<file path="src/rtl/quad_gate_bist_ctrl_if.sv">
// Host/device bundle for the quad-gate BIST sequencer: run control, status and gate A/B/Y pins.
// master = test host plus gate package; slave = the sequencer.
interface quad_gate_bist_ctrl_if #(
  parameter int WIDTH = 4
);
  logic                 start;
  logic                 abort;
  logic [2:0]           op;
  logic [WIDTH-1:0]     a;
  logic [WIDTH-1:0]     b;
  logic [WIDTH-1:0]     y;
  logic                 busy;
  logic                 done;
  logic                 pass;
  logic [2*WIDTH:0]     err_cnt;
  logic [2*WIDTH-1:0]   fail_vec;
  logic                 fail_valid;

  modport master (
    output start, abort, op, y,
    input  a, b, busy, done, pass, err_cnt, fail_vec, fail_valid
  );

  modport slave (
    input  start, abort, op, y,
    output a, b, busy, done, pass, err_cnt, fail_vec, fail_valid
  );
endinterface

</file>
<file path="src/rtl/quad_gate_bist_ctrl.sv">
// Exhaustive BIST sequencer for a quad 2-input gate: SETTLE+1 cycles per vector, DONE 256*(SETTLE+1)+1
// cycles after START; no backpressure, START ignored while a run is in flight, ABORT ends a run early.
module quad_gate_bist_ctrl #(
  parameter int WIDTH  = 4,
  parameter int SETTLE = 2
) (
  input  logic                  i_clk,
  input  logic                  i_rst,
  quad_gate_bist_ctrl_if.slave  io_bus
);

  localparam int VW  = 2 * WIDTH;
  localparam int CW  = VW + 1;
  localparam int STW = (SETTLE > 1) ? $clog2(SETTLE) : 1;

  localparam logic [1:0] S_IDLE   = 2'd0;
  localparam logic [1:0] S_APPLY  = 2'd1;
  localparam logic [1:0] S_SETTLE = 2'd2;
  localparam logic [1:0] S_FINISH = 2'd3;

  logic [1:0]       r_state;
  logic [2:0]       r_op;
  logic [VW-1:0]    r_vec;
  logic [STW-1:0]   r_cnt;
  logic [WIDTH-1:0] r_a;
  logic [WIDTH-1:0] r_b;
  logic             r_pass;
  logic [CW-1:0]    r_err_cnt;
  logic [VW-1:0]    r_fail_vec;
  logic             r_fail_valid;

  logic [WIDTH-1:0] w_exp;
  logic             w_op_legal;
  logic             w_cmp;
  logic             w_mismatch;

  always_comb begin
    w_exp = '0;
    case (r_op)
      3'b000:  w_exp = r_a | r_b;
      3'b001:  w_exp = r_a & r_b;
      3'b010:  w_exp = ~(r_a & r_b);
      3'b011:  w_exp = ~(r_a | r_b);
      3'b100:  w_exp = r_a ^ r_b;
      default: w_exp = '0;
    endcase
  end

  assign w_op_legal = (io_bus.op <= 3'b100);
  // Y is only trusted on the last settle cycle, and an abort in that cycle discards the compare.
  assign w_cmp      = (r_state == S_SETTLE) && (r_cnt == '0) && !io_bus.abort;
  assign w_mismatch = w_cmp && (io_bus.y != w_exp);

  always_ff @(posedge i_clk) begin
    if (i_rst) begin
      r_state      <= S_IDLE;
      r_op         <= 3'b000;
      r_vec        <= '0;
      r_cnt        <= '0;
      r_a          <= '0;
      r_b          <= '0;
      r_pass       <= 1'b0;
      r_err_cnt    <= '0;
      r_fail_vec   <= '0;
      r_fail_valid <= 1'b0;
    end else begin
      case (r_state)
        S_IDLE: begin
          if (io_bus.start) begin
            r_op         <= io_bus.op;
            r_vec        <= '0;
            r_pass       <= 1'b0;
            r_err_cnt    <= '0;
            r_fail_vec   <= '0;
            r_fail_valid <= 1'b0;
            r_state      <= w_op_legal ? S_APPLY : S_FINISH;
          end
        end
        S_APPLY: begin
          if (io_bus.abort) begin
            r_a     <= '0;
            r_b     <= '0;
            r_pass  <= 1'b0;
            r_state <= S_FINISH;
          end else begin
            r_a     <= r_vec[VW-1:WIDTH];
            r_b     <= r_vec[WIDTH-1:0];
            r_cnt   <= STW'(SETTLE - 1);
            r_state <= S_SETTLE;
          end
        end
        S_SETTLE: begin
          if (io_bus.abort) begin
            r_a     <= '0;
            r_b     <= '0;
            r_pass  <= 1'b0;
            r_state <= S_FINISH;
          end else if (r_cnt != '0) begin
            r_cnt <= r_cnt - 1'b1;
          end else begin
            if (w_mismatch) begin
              if (!(&r_err_cnt)) r_err_cnt <= r_err_cnt + 1'b1;
              if (!r_fail_valid) begin
                r_fail_vec   <= {r_a, r_b};
                r_fail_valid <= 1'b1;
              end
            end
            if (&r_vec) begin
              r_a     <= '0;
              r_b     <= '0;
              r_pass  <= (r_err_cnt == '0) && !w_mismatch;
              r_state <= S_FINISH;
            end else begin
              r_vec   <= r_vec + 1'b1;
              r_state <= S_APPLY;
            end
          end
        end
        default: r_state <= S_IDLE;
      endcase
    end
  end

  assign io_bus.a          = r_a;
  assign io_bus.b          = r_b;
  assign io_bus.busy       = (r_state == S_APPLY) || (r_state == S_SETTLE);
  assign io_bus.done       = (r_state == S_FINISH);
  assign io_bus.pass       = r_pass;
  assign io_bus.err_cnt    = r_err_cnt;
  assign io_bus.fail_vec   = r_fail_vec;
  assign io_bus.fail_valid = r_fail_valid;

endmodule

</file>
<file path="src/flat_wrapper.sv">
// flat-port wrapper written by rule: the top's interface ports become plain ports
module quad_gate_bist_ctrl_flat 
#(
  parameter int WIDTH  = 4,
  parameter int SETTLE = 2
)
  (i_clk, i_rst, io_bus_start, io_bus_abort, io_bus_op, io_bus_y, io_bus_a, io_bus_b, io_bus_busy, io_bus_done, io_bus_pass, io_bus_err_cnt, io_bus_fail_vec, io_bus_fail_valid);
  quad_gate_bist_ctrl_if #(.WIDTH(WIDTH)) io_bus_i ();
  input  logic i_clk;
  input  logic i_rst;
  input wire logic [$bits(io_bus_i.start)-1:0] io_bus_start;
  input wire logic [$bits(io_bus_i.abort)-1:0] io_bus_abort;
  input wire logic [$bits(io_bus_i.op)-1:0] io_bus_op;
  input wire logic [$bits(io_bus_i.y)-1:0] io_bus_y;
  output wire logic [$bits(io_bus_i.a)-1:0] io_bus_a;
  output wire logic [$bits(io_bus_i.b)-1:0] io_bus_b;
  output wire logic [$bits(io_bus_i.busy)-1:0] io_bus_busy;
  output wire logic [$bits(io_bus_i.done)-1:0] io_bus_done;
  output wire logic [$bits(io_bus_i.pass)-1:0] io_bus_pass;
  output wire logic [$bits(io_bus_i.err_cnt)-1:0] io_bus_err_cnt;
  output wire logic [$bits(io_bus_i.fail_vec)-1:0] io_bus_fail_vec;
  output wire logic [$bits(io_bus_i.fail_valid)-1:0] io_bus_fail_valid;
  assign io_bus_i.start = io_bus_start;
  assign io_bus_i.abort = io_bus_abort;
  assign io_bus_i.op = io_bus_op;
  assign io_bus_i.y = io_bus_y;
  assign io_bus_a = io_bus_i.a;
  assign io_bus_b = io_bus_i.b;
  assign io_bus_busy = io_bus_i.busy;
  assign io_bus_done = io_bus_i.done;
  assign io_bus_pass = io_bus_i.pass;
  assign io_bus_err_cnt = io_bus_i.err_cnt;
  assign io_bus_fail_vec = io_bus_i.fail_vec;
  assign io_bus_fail_valid = io_bus_i.fail_valid;
  quad_gate_bist_ctrl #(.WIDTH(WIDTH), .SETTLE(SETTLE)) u_core (.i_clk(i_clk), .i_rst(i_rst), .io_bus(io_bus_i));
endmodule
</file>
<file path="config.mk">
export PLATFORM = sky130hd
export DESIGN_NAME = quad_gate_bist_ctrl_flat
export DESIGN_NICKNAME = d
export VERILOG_FILES = /design/src/rtl/quad_gate_bist_ctrl_if.sv /design/src/rtl/quad_gate_bist_ctrl.sv /design/src/flat_wrapper.sv
export SDC_FILE = /design/constraint.sdc
export NUM_CORES = 1
export LEC_CHECK = 0
export CELL_PAD_IN_SITES_DETAIL_PLACEMENT = 1
export CELL_PAD_IN_SITES_GLOBAL_PLACEMENT = 2
export CORE_MARGIN = 8
export CORE_UTILIZATION = 32
export CTS_BUF_LIST = sky130_fd_sc_hd__clkbuf_2
export DETAILED_ROUTE_END_ITERATION = 10
export PLACE_DENSITY = 0.79
export SETUP_SLACK_MARGIN = 0.3
export SLEW_MARGIN = 40
export SYNTH_ARGS = -nofsm -noshare
export SYNTH_HDL_FRONTEND = slang
export SYNTH_SLANG_ARGS = --single-unit
</file>
<file path="constraint.sdc">
create_clock -name i_clk -period 2.6 [get_ports i_clk]
set_input_delay 0.52 -clock i_clk [delete_from_list [all_inputs] [get_ports i_clk]]
set_output_delay 0.52 -clock i_clk [all_outputs]
set_load 0.05 [all_outputs]
</file>
==> results of run 1 <==
sequential cells by signal (all words and copies together), names as in the netlist:
signal	count
u_core.r_vec	8
u_core.r_state	2
u_core.io_bus.pass	1
u_core.io_bus.b	4
u_core.r_op	3
u_core.io_bus.err_cnt	9
u_core.io_bus.a	4
u_core.io_bus.fail_valid	1
u_core.r_cnt	1
u_core.io_bus.fail_vec	8
cells in the mapped netlist, types with 3 or more instances:
library cell,number,area share [%]
mux2i_1,16,6.5
a22o_1,7,2.5
dfxtp_1,41,33
nor3_1,6,1.2
o21ai_0,8,1.6
nand3_1,25,5.1
inv_1,26,4.0
xor2_1,7,2.5
nand2_1,49,7.4
nor2_1,24,3.6
ha_1,16,8.1
o2111ai_1,3,1.1
clkbuf_1,7,1.1
a31oi_1,4,1.0
o211ai_1,3,0.91
nand4_1,4,1.0
a21oi_1,21,4.3
tightest hold or removal path, stage by stage (launching register included):
cell     delay, ns
dfxtp_1       0.36
nand2_1       0.05
mux2i_1       0.05
cell families after synthesis:
group / count (synthesis) / share of synthesized area [%]
buffers and inverters: 40 / 6.79
adders and majority gates: 16 / 8.11
and+or+nand+nor: 122 / 22.7
xor gates and xnor gates: 9 / 3.19
muxes: 20 / 8.46
AOI/OAI and AO/OA: 65 / 17.5
DFF: 41 / 33.2
worst max-delay path by stage:
stage / start / slack [ns] / cells after the start / to
detailed placement: io_bus_y[3] / -0.46 / 9 / u_core.io_bus.err_cnt[0]
global route: u_core.io_bus.b[3] / 0.03 / 11 / u_core.io_bus.err_cnt[5]
CTS: u_core.io_bus.b[3] / 0.14 / 11 / u_core.io_bus.err_cnt[5]
floorplan: u_core.io_bus.a[0] / 0.25 / 11 / u_core.io_bus.err_cnt[1]
global placement: io_bus_y[3] / -0.34 / 9 / u_core.io_bus.err_cnt[0]
finish: io_bus_y[0] / 0.12 / 10 / u_core.io_bus.err_cnt[1]
power breakdown:
group / leakage [uW] / internal, uW / total, uW / switching, uW
logic: 0.000978 / 463 / 1110 / 642
registers: 0.000340 / 661 / 714 / 52.8
clock network: 0.0000406 / 164 / 376 / 212
total: 0.00136 / 1290 / 2200 / 907
stage by stage:
stage | setup slack (ns) | total power (uW) | instances | cell area, um2
after detailed placement | -0.460 | 1690 | 462 | 3170
after CTS | 0.137 | 2180 | 481 | 3400
after global routing | 0.0322 | 2330 | 484 | 3500
after floorplan | 0.247 | 1390 | 313 | 2560
after global placement | -0.337 | 1680 | 462 | 3170
final | 0.122 | 2200 | 484 | 3500
timing repair:
| action | in CTS | in global routing |
|---|---|---|
| gates resized for setup | 25 | 20 |
| pin swaps | 10 | 11 |
| setup buffers | 11 | 3 |
| setup endpoints to repair | 22 | 22 |
per-layer routing:
layer  global-route usage [%]  wire (um)  vias up
met5                        0          0        -
met4                     2.48         25        0
met3                     2.54        166        2
met2                     25.1       3810       21
met1                     18.3       3830     1181
li1                         -          -     1237
area by class of cell:
class                           instances  area (um2)
Inverter                               26         105
Sequential cell                        41         856
Multi-Input combinational cell        232        1670
Timing Repair Buffer                   75         682
Clock inverter                          2        33.8
Clock buffer                            6        30.0
Fill cell                             913        4100
Tap cell                              102         128
==> flow_metrics.env, run 1 <==
export IMPL_critPathMostFrequentCell="buf_4"
export IMPL_drt_vias_per_instance=5.04
export IMPL_worstPathArrival_ns=2.82
export IMPL_setup_viol=0
export IMPL_clk_latency_ns=0.38
export IMPL_tightest_slew_ns=0.539
export IMPL_final_cell_mix="nand2_1 (49), buf_4 (34), clkdlybuf4s50_1 (32)"
export IMPL_hold_end="u_core.io_bus.fail_vec[3]"
export IMPL_fmax_mhz=404
export IMPL_r2r_slack_ns=0.13
export IMPL_ys_flop_type="dfxtp_1"
export IMPL_rsz0062_at_grt="yes"
export IMPL_reg2reg_depth=11
export IMPL_clkSlewWorstSetupHoldPaths_ns=0.21
export IMPL_final_common_cell="nand2_1"
export IMPL_drv_slew=0
export IMPL_cp_start_kind="input pin"
export IMPL_initial_utilization_pct=32.5
export IMPL_slowest_stage="clkdlybuf4s50_1"
export IMPL_finalHoldViolCount=0
export IMPL_grt_remaining_overflow=0
export IMPL_fin_skew_ns=0.0171
export IMPL_rr_endpoint="u_core.io_bus.err_cnt[5]"
export IMPL_outcome="completed"
export IMPL_ant_nets=0
export IMPL_dieArea_mm2=0.0108
export IMPL_async_flop_share_pct=0
export IMPL_core_area_mm2=0.00761
export IMPL_cp_top_family="buffers and inverters"
export IMPL_synth_area_mm2=0.00247
export IMPL_path_max_fanout=5
export IMPL_die_x_um=104
export IMPL_relSlewSlack_pct=63.7
export IMPL_hp_start="u_core.io_bus.fail_vec[3]"
export IMPL_period_minus_slack_ns=2.48
export IMPL_cts_buffers=5
export IMPL_ir_worst_vdd_mv=0.611
export IMPL_power_per_cell_area_mw_per_mm2=627
export IMPL_synth_seq_cells=41
export IMPL_syn_inst=313
export IMPL_cts_hold_buf=0
export IMPL_synth_warnings=0
export IMPL_path_cells="clkdlybuf4s50_1, xnor2_1, nand3_1, a211o_1, nor4_2, buf_4, a211o_4, buf_4, mux2_4, nor2_1"
export IMPL_final_setup_tns_ns=0
export IMPL_fin_util_pct=46.1
export IMPL_die_y_um=104
export IMPL_cts_tree="built"
export IMPL_syn_nets=340
export IMPL_whs_ns=0.483
export IMPL_crit_type="input pin to flip-flop"
export IMPL_min_path_type="flip-flop to flip-flop"
export IMPL_cp_end_kind="flip-flop"
export IMPL_io_pins=40
export IMPL_cts_sinks=41
export IMPL_max_cap_violations=0
export IMPL_grt_pass1_wl_um=13000
export IMPL_reg2reg_from="u_core.io_bus.b[3]"
export IMPL_synth_seq_area_share_pct=33.2
export IMPL_cp_required_ns=2.94
export IMPL_grt_usage_pct=14.4
export IMPL_avgSynthCellArea_um2=7.89
export IMPL_grt_max_degree=26
export IMPL_drt_iter0_markers=68
export IMPL_vias=2441
export IMPL_gp_congestion=0.764
export IMPL_area_delta_synth_final_pct=41.9
export IMPL_grt_pass1_vias=2560
export IMPL_cts_max_level=2
export IMPL_drc_errors=0
export IMPL_crit_buf_inv=3
export IMPL_nets=408
export IMPL_n_antenna_cell=0
export IMPL_wl_um=7830
export IMPL_wire_per_inst_um=16.2
export IMPL_portBuffers=39
export IMPL_drt_pre_antenna_iters=4
export IMPL_min_path_cells=2
export IMPL_fin_crit_sh_pct=95.3
export IMPL_synth_edf_count=0
export IMPL_hpwl_um=5990
export IMPL_cts_max_path_buffers=2
export IMPL_p_leak_uw=0.00136
export IMPL_num_rows=32
export IMPL_drive_gt1_share_pct=23.8
export IMPL_antenna_found_initial=0
export IMPL_critPathMaxStageDelay_ns=0.61
export IMPL_synth_distinct_cells=50
export IMPL_cts_root_buf="clkbuf_2"
Note: power is estimated with default switching activity, not from simulation.
==> run 2: changes to the inputs <==
--- a/config.mk
+++ b/config.mk
@@ -8,10 +8,11 @@
 export CELL_PAD_IN_SITES_DETAIL_PLACEMENT = 1
 export CELL_PAD_IN_SITES_GLOBAL_PLACEMENT = 2
 export CORE_MARGIN = 8
-export CORE_UTILIZATION = 32
+export CORE_UTILIZATION = 34
 export CTS_BUF_LIST = sky130_fd_sc_hd__clkbuf_2
 export DETAILED_ROUTE_END_ITERATION = 10
-export PLACE_DENSITY = 0.79
+export DONT_BUFFER_PORTS = 1
+export PLACE_DENSITY = 0.71
 export SETUP_SLACK_MARGIN = 0.3
 export SLEW_MARGIN = 40
 export SYNTH_ARGS = -nofsm -noshare
==> flow_metrics.env, run 2 (same netlist as run 1, synthesis figures left out) <==
export IMPL_clkPwrFrac_pct=13.6
export IMPL_fin_crit_sh_pct=94.2
export IMPL_power_frac_seq_pct=34.9
export IMPL_die_x_um=101
export IMPL_power_per_cell_area_mw_per_mm2=656
export IMPL_drc_errors=0
export IMPL_max_cap_violations=0
export IMPL_cts_sinks=41
export IMPL_drv_slew=0
export IMPL_core_area_mm2=0.00714
export IMPL_p_leak_uw=0.00121
export IMPL_fin_util_pct=45.1
export IMPL_fmax_mhz=408
export IMPL_cp_required_ns=2.93
export IMPL_comb_power_share_pct=51.5
export IMPL_cts_max_path_buffers=2
export IMPL_die_y_um=101
export IMPL_io_pins=40
export IMPL_cts_hold_buf=0
export IMPL_place_inst=432
export IMPL_drt_vias_per_instance=5.22
export IMPL_reg2reg_from="u_core.r_op[0]"
export IMPL_crit_type="flip-flop to flip-flop"
export IMPL_drt_iter0_markers=99
export IMPL_grt_pass1_vias=2459
export IMPL_fin_skew_ns=0.0298
export IMPL_gp_congestion=0.775
export IMPL_grt_remaining_overflow=0
export IMPL_wl_um=8040
export IMPL_startpoint="u_core.r_op[0]"
export IMPL_min_path_type="input pin to flip-flop"
export IMPL_outcome="completed"
export IMPL_r2r_slack_ns=0.15
export IMPL_p_int_uw=1170
export IMPL_worstSetupEndpoint="u_core.io_bus.err_cnt[5]"
export IMPL_vias=2365
export IMPL_n_antenna_cell=0
export IMPL_tightest_slew_ns=0.671
export IMPL_initial_utilization_pct=34.6
export IMPL_area_delta_synth_final_pct=30.4
export IMPL_stdcell_count=453
export IMPL_ir_worst_vdd_mv=0.533
export IMPL_reg2reg_depth=9
export IMPL_cts_tree="built"
export IMPL_cts_max_level=2
export IMPL_cp_end_kind="flip-flop"
export IMPL_nets=380
export IMPL_dieArea_mm2=0.0102
export IMPL_finalHoldViolCount=0
export IMPL_path_max_fanout=7
export IMPL_final_cell_mix="nand2_1 (49), buf_4 (38), dfxtp_1 (29)"
export IMPL_ant_nets=0
export IMPL_rsz0062_at_grt="yes"
export IMPL_hpwl_um=6000
export IMPL_rr_endpoint="u_core.io_bus.err_cnt[5]"
export IMPL_grt_max_degree=28
export IMPL_wire_per_inst_um=17.7
export IMPL_cp_start_kind="flip-flop"
export IMPL_drt_pre_antenna_iters=4
export IMPL_cts_buffers=5
export IMPL_grt_pass1_wl_um=13000
export IMPL_num_rows=31
export IMPL_clkSlewWorstSetupHoldPaths_ns=0.23
export IMPL_relSlewSlack_pct=55.2
export IMPL_setup_slack_ns=0.152
export IMPL_portBuffers=0
export IMPL_period_minus_slack_ns=2.45
export IMPL_largest_reg_flops=9
export IMPL_hp_start="i_rst"
export IMPL_drive_gt1_share_pct=30.2
export IMPL_clk_latency_ns=0.41
export IMPL_worstPathArrival_ns=2.78
export IMPL_power_switching_uw=941
export IMPL_grt_usage_pct=16.1
export IMPL_antenna_found_initial=0
export IMPL_cts_root_buf="clkbuf_2"
export IMPL_final_common_cell="nand2_1"
export IMPL_place_ws_ns=-0.0478
export IMPL_swShare_pct=44.6
export IMPL_setup_viol=0
[run 2: cell count changes in the layout (fill, tap and decap cells not counted), sizes merged]
| cell | before | now |
|---|---|---|
| a211o | 2 | 3 |
| buf | 36 | 46 |
| bufinv | 1 | 0 |
| clkbuf | 6 | 5 |
| clkdlybuf4s15 | 1 | 0 |
| clkdlybuf4s50 | 32 | 0 |
| clkinv | 1 | 2 |
| clkinvlp | 0 | 2 |
| dlygate4sd2 | 3 | 0 |
| dlymetal6s2s | 3 | 0 |
| inv | 26 | 25 |
[run 2: cell type report]
class | instances | area (um2)
fill | 870 | 3920
multi-input combinational | 233 | 1710
sequential | 41 | 858
timing repair buffer | 46 | 384
tap | 99 | 124
inverter | 26 | 101
clock buffer | 5 | 25.0
clock inverter | 3 | 17.5
[run 2: worst min-delay path by stage]
stage,end,slack [ns],cells after the start
finish,u_core.io_bus.err_cnt[1],0.13,1
global route,u_core.io_bus.err_cnt[1],0.08,1
CTS,u_core.r_op[2],0.10,1
detailed placement,u_core.io_bus.b[1],0.48,2
global placement,u_core.r_state[0],0.48,2
floorplan,u_core.io_bus.a[1],0.46,2
[run 2: layer usage]
| metal | global-route usage [%] | wire [um] | vias to the layer above | share of wire (%) |
|---|---|---|---|---|
| met2 | 27.3 | 3870 | 40 | 48 |
| met1 | 20.0 | 3690 | 1140 | 46 |
| met3 | 3.85 | 418 | 5 | 5.2 |
| li1 | - | - | 1180 | - |
| met5 | 0 | 0 | - | 0 |
| met4 | 3.78 | 55 | 0 | 0.68 |
[run 2: through the flow]
step	power [uW]	cell area (um2)	TNS, ns	hold WS [ns]
after CTS	2000	3060	0	0.104
final	2110	3220	0	0.135
after floorplan	1390	2560	0	0.458
after global placement	1630	2860	-0.0313	0.477
after global routing	2260	3220	0	0.0797
after detailed placement	1650	2860	-0.132	0.481
[run 2: critical path, cell delays in order, from the launching register on]
cell and delay (ns):
dfxtp_4 0.47, clkinvlp_4 0.19, mux2i_1 0.18, mux2i_1 0.11, o311ai_2 0.41, nor4_4 0.12
buf_4 0.16, a211o_4 0.34, a22o_1 0.21, a22o_1 0.20
[run 2: timing repair]
| item | in CTS | in global routing |
|---|---|---|
| setup endpoints to repair | 19 | 19 |
| cloned | 1 | 0 |
| buffers inserted | 9 | 3 |
| pin swaps | 19 | 8 |
| gates resized for setup | 17 | 27 |
[run 2: power by group through the flow]
| stage | clock network [uW] | registers, uW | logic (uW) |
|---|---|---|---|
| 6_report | 288 | 736 | 1090 |
| 5_1_grt | 328 | 742 | 1190 |
| 4_1_cts | 306 | 732 | 962 |
| 3_5_place_dp | 0 | 744 | 903 |
| 3_3_place_gp | 0 | 742 | 888 |
| 2_1_floorplan | 0 | 728 | 664 |
==> run 3: changes to the inputs <==
--- a/config.mk
+++ b/config.mk
@@ -12,7 +12,7 @@
 export CTS_BUF_LIST = sky130_fd_sc_hd__clkbuf_2
 export DETAILED_ROUTE_END_ITERATION = 10
 export DONT_BUFFER_PORTS = 1
-export PLACE_DENSITY = 0.71
+export PLACE_DENSITY_LB_ADDON = 0.15
 export SETUP_SLACK_MARGIN = 0.3
 export SLEW_MARGIN = 40
 export SYNTH_ARGS = -nofsm -noshare
==> constraint.sdc (replaced) <==
create_clock -name i_clk -period 2.1 [get_ports i_clk]
set_input_delay 0.42 -clock i_clk [delete_from_list [all_inputs] [get_ports i_clk]]
set_output_delay 0.42 -clock i_clk [all_outputs]
set_load 0.05 [all_outputs]
==> flow_metrics.env, run 3 (same netlist as run 1, synthesis figures left out) <==
export IMPL_initial_utilization_pct=34.6
export IMPL_clkPwrFrac_pct=12.7
export IMPL_portBuffers=0
export IMPL_cts_root_buf="clkbuf_2"
export IMPL_wl_um=8420
export IMPL_fin_util_pct=47.9
export IMPL_rsz0062_at_grt="yes"
export IMPL_die_x_um=101
export IMPL_fmax_mhz=411
export IMPL_cts_buffers=5
export IMPL_nFillCells=865
export IMPL_clk_latency_ns=0.42
export IMPL_grt_usage_pct=16.5
export IMPL_gp_congestion=0.830
export IMPL_core_area_mm2=0.00714
export IMPL_min_path_type="input pin to flip-flop"
export IMPL_drv_slew=0
export IMPL_multi_input_area_mm2=0.00170
export IMPL_grt_max_degree=28
export IMPL_placedInstanceArea_mm2=0.00308
export IMPL_cts_sinks=41
export IMPL_max_cap_violations=0
export IMPL_io_pins=40
export IMPL_dieArea_mm2=0.0102
export IMPL_whs_ns=0.0280
export IMPL_n_antenna_cell=0
export IMPL_relSlewSlack_pct=63.7
export IMPL_final_common_cell="buf_4"
export IMPL_fin_crit_sh_pct=116
export IMPL_drc_errors=0
export IMPL_stdcell_count=479
export IMPL_cp_required_ns=2.48
export IMPL_path_max_fanout=4
export IMPL_nets=406
export IMPL_fin_skew_ns=0.0356
export IMPL_die_y_um=101
export IMPL_comb_power_share_pct=55.7
export IMPL_hp_start="i_rst"
export IMPL_drt_pre_antenna_iters=4
export IMPL_power_per_cell_area_mw_per_mm2=813
export IMPL_cp_start_kind="flip-flop"
export IMPL_power_frac_seq_pct=31.6
export IMPL_place_inst=456
export IMPL_period_minus_slack_ns=2.44
export IMPL_power_switching_uw=1200
export IMPL_antenna_found_initial=0
export IMPL_cp_end_kind="flip-flop"
export IMPL_outcome="complete, but fails checks"
export IMPL_drt_iter0_markers=77
export IMPL_vias=2478
export IMPL_drt_vias_per_instance=5.17
export IMPL_drive_gt1_share_pct=37.9
export IMPL_setup_slack_ns=-0.336
export IMPL_setup_viol=19
export IMPL_reg2reg_from="u_core.io_bus.b[1]"
export IMPL_startpoint="u_core.io_bus.b[1]"
export IMPL_largest_reg_flops=9
export IMPL_grt_remaining_overflow=0
export IMPL_worstPathArrival_ns=2.82
export IMPL_grt_pass1_vias=2638
export IMPL_violations="setup timing"
export IMPL_ant_nets=0
export IMPL_cts_max_path_buffers=2
export IMPL_hpwl_um=6400
export IMPL_p_int_uw=1580
export IMPL_finalHoldViolCount=0
export IMPL_cts_max_level=2
export IMPL_cts_tree="built"
export IMPL_wire_per_inst_um=17.6
export IMPL_final_cell_mix="buf_4 (67), nand2_1 (47), nand3_1 (23), dfxtp_1 (23), nor2_1 (21)"
export IMPL_regArea_um2=871
export IMPL_p_leak_uw=0.00134
export IMPL_clkSlewWorstSetupHoldPaths_ns=0.23
export IMPL_crit_type="flip-flop to flip-flop"
export IMPL_tightest_slew_ns=0.544
export IMPL_ir_worst_vdd_mv=0.849
export IMPL_power_uw=2780
export IMPL_num_rows=31
export IMPL_swShare_pct=43.1
export IMPL_grt_pass1_wl_um=13400
export IMPL_final_cell_area_mm2=0.00342
export IMPL_area_delta_synth_final_pct=38.4
==> run 3: cell types whose count changed in the layout (fill, tap and decap cells not counted), moves of 3 or more <==
cell     previous run  this run
buf_6               7         3
dfxtp_1            29        23
ha_1                9         6
o21ai_0             7         4
buf_4              38        67
dfxtp_2             3         7
==> run 3: power by group through the flow <==
stage / Sequential (uW) / Clock [uW] / Combinational [uW]
after floorplan: 900 / 0 / 858
after global placement: 891 / 0 / 1250
after detailed placement: 893 / 0 / 1280
after CTS: 879 / 362 / 1440
after global routing: 884 / 388 / 1680
final: 878 / 351 / 1550
==> run 3: worst paths after layout <==
| path | to | slack, ns | cells past startpoint |
|---|---|---|---|
| worst min register to register | u_core.io_bus.a[1] | 0.50 | 2 |
| worst min-delay path | u_core.r_state[0] | 0.03 | 1 |
| worst max-delay path | u_core.io_bus.err_cnt[1] | -0.34 | 11 |
| worst max register to register | u_core.io_bus.err_cnt[1] | -0.34 | 11 |
==> run 3: worst max-delay path: stages, from the launching register on <==
cell	delay (ns)
dfxtp_4	0.41
inv_2	0.04
ha_4	0.23
nor4bb_4	0.26
a31oi_1	0.08
nor3_2	0.18
o22ai_2	0.10
nor4_4	0.30
a211o_1	0.27
buf_6	0.13
mux2_4	0.29
nor2_2	0.08
==> run 3: area by class of cell <==
| cell class | instances | share of cell area, % |
|---|---|---|
| clock buffer | 5 | 0.732 |
| sequential | 41 | 25.5 |
| timing repair buffer | 73 | 17.0 |
| clock inverter | 3 | 0.366 |
| multi-input combinational | 232 | 49.9 |
| inverter | 26 | 2.93 |
| tap | 99 | 3.62 |
==> run 3: repair_timing <==
| action | in CTS | in global routing |
|---|---|---|
| endpoints found under the setup margin | 34 | 35 |
| hold buffers | 0 | 1 |
| setup buffers | 6 | 8 |
| pin swaps | 11 | 17 |
| endpoints found under the hold margin | 0 | 5 |
| gates resized for setup | 27 | 26 |
==> run 3: stage by stage <==
stage | worst slack (ns) | setup TNS, ns
finish | -0.336 | -4.45
global route | -0.479 | -7.26
CTS | -0.384 | -4.93
detailed placement | -0.561 | -7.25
global placement | -0.411 | -5.18
floorplan | -0.253 | -2.14
==> run 3: per-layer routing <==
metal	GRT usage [%]	up-vias	part of all wire (%)	wire [um]
li1	-	1230	-	-
met1	20.5	1209	45	3760
met2	28.2	33	50	4200
met3	3.71	6	4.5	380
met4	3.78	0	0.82	69
met5	0	-	0	0
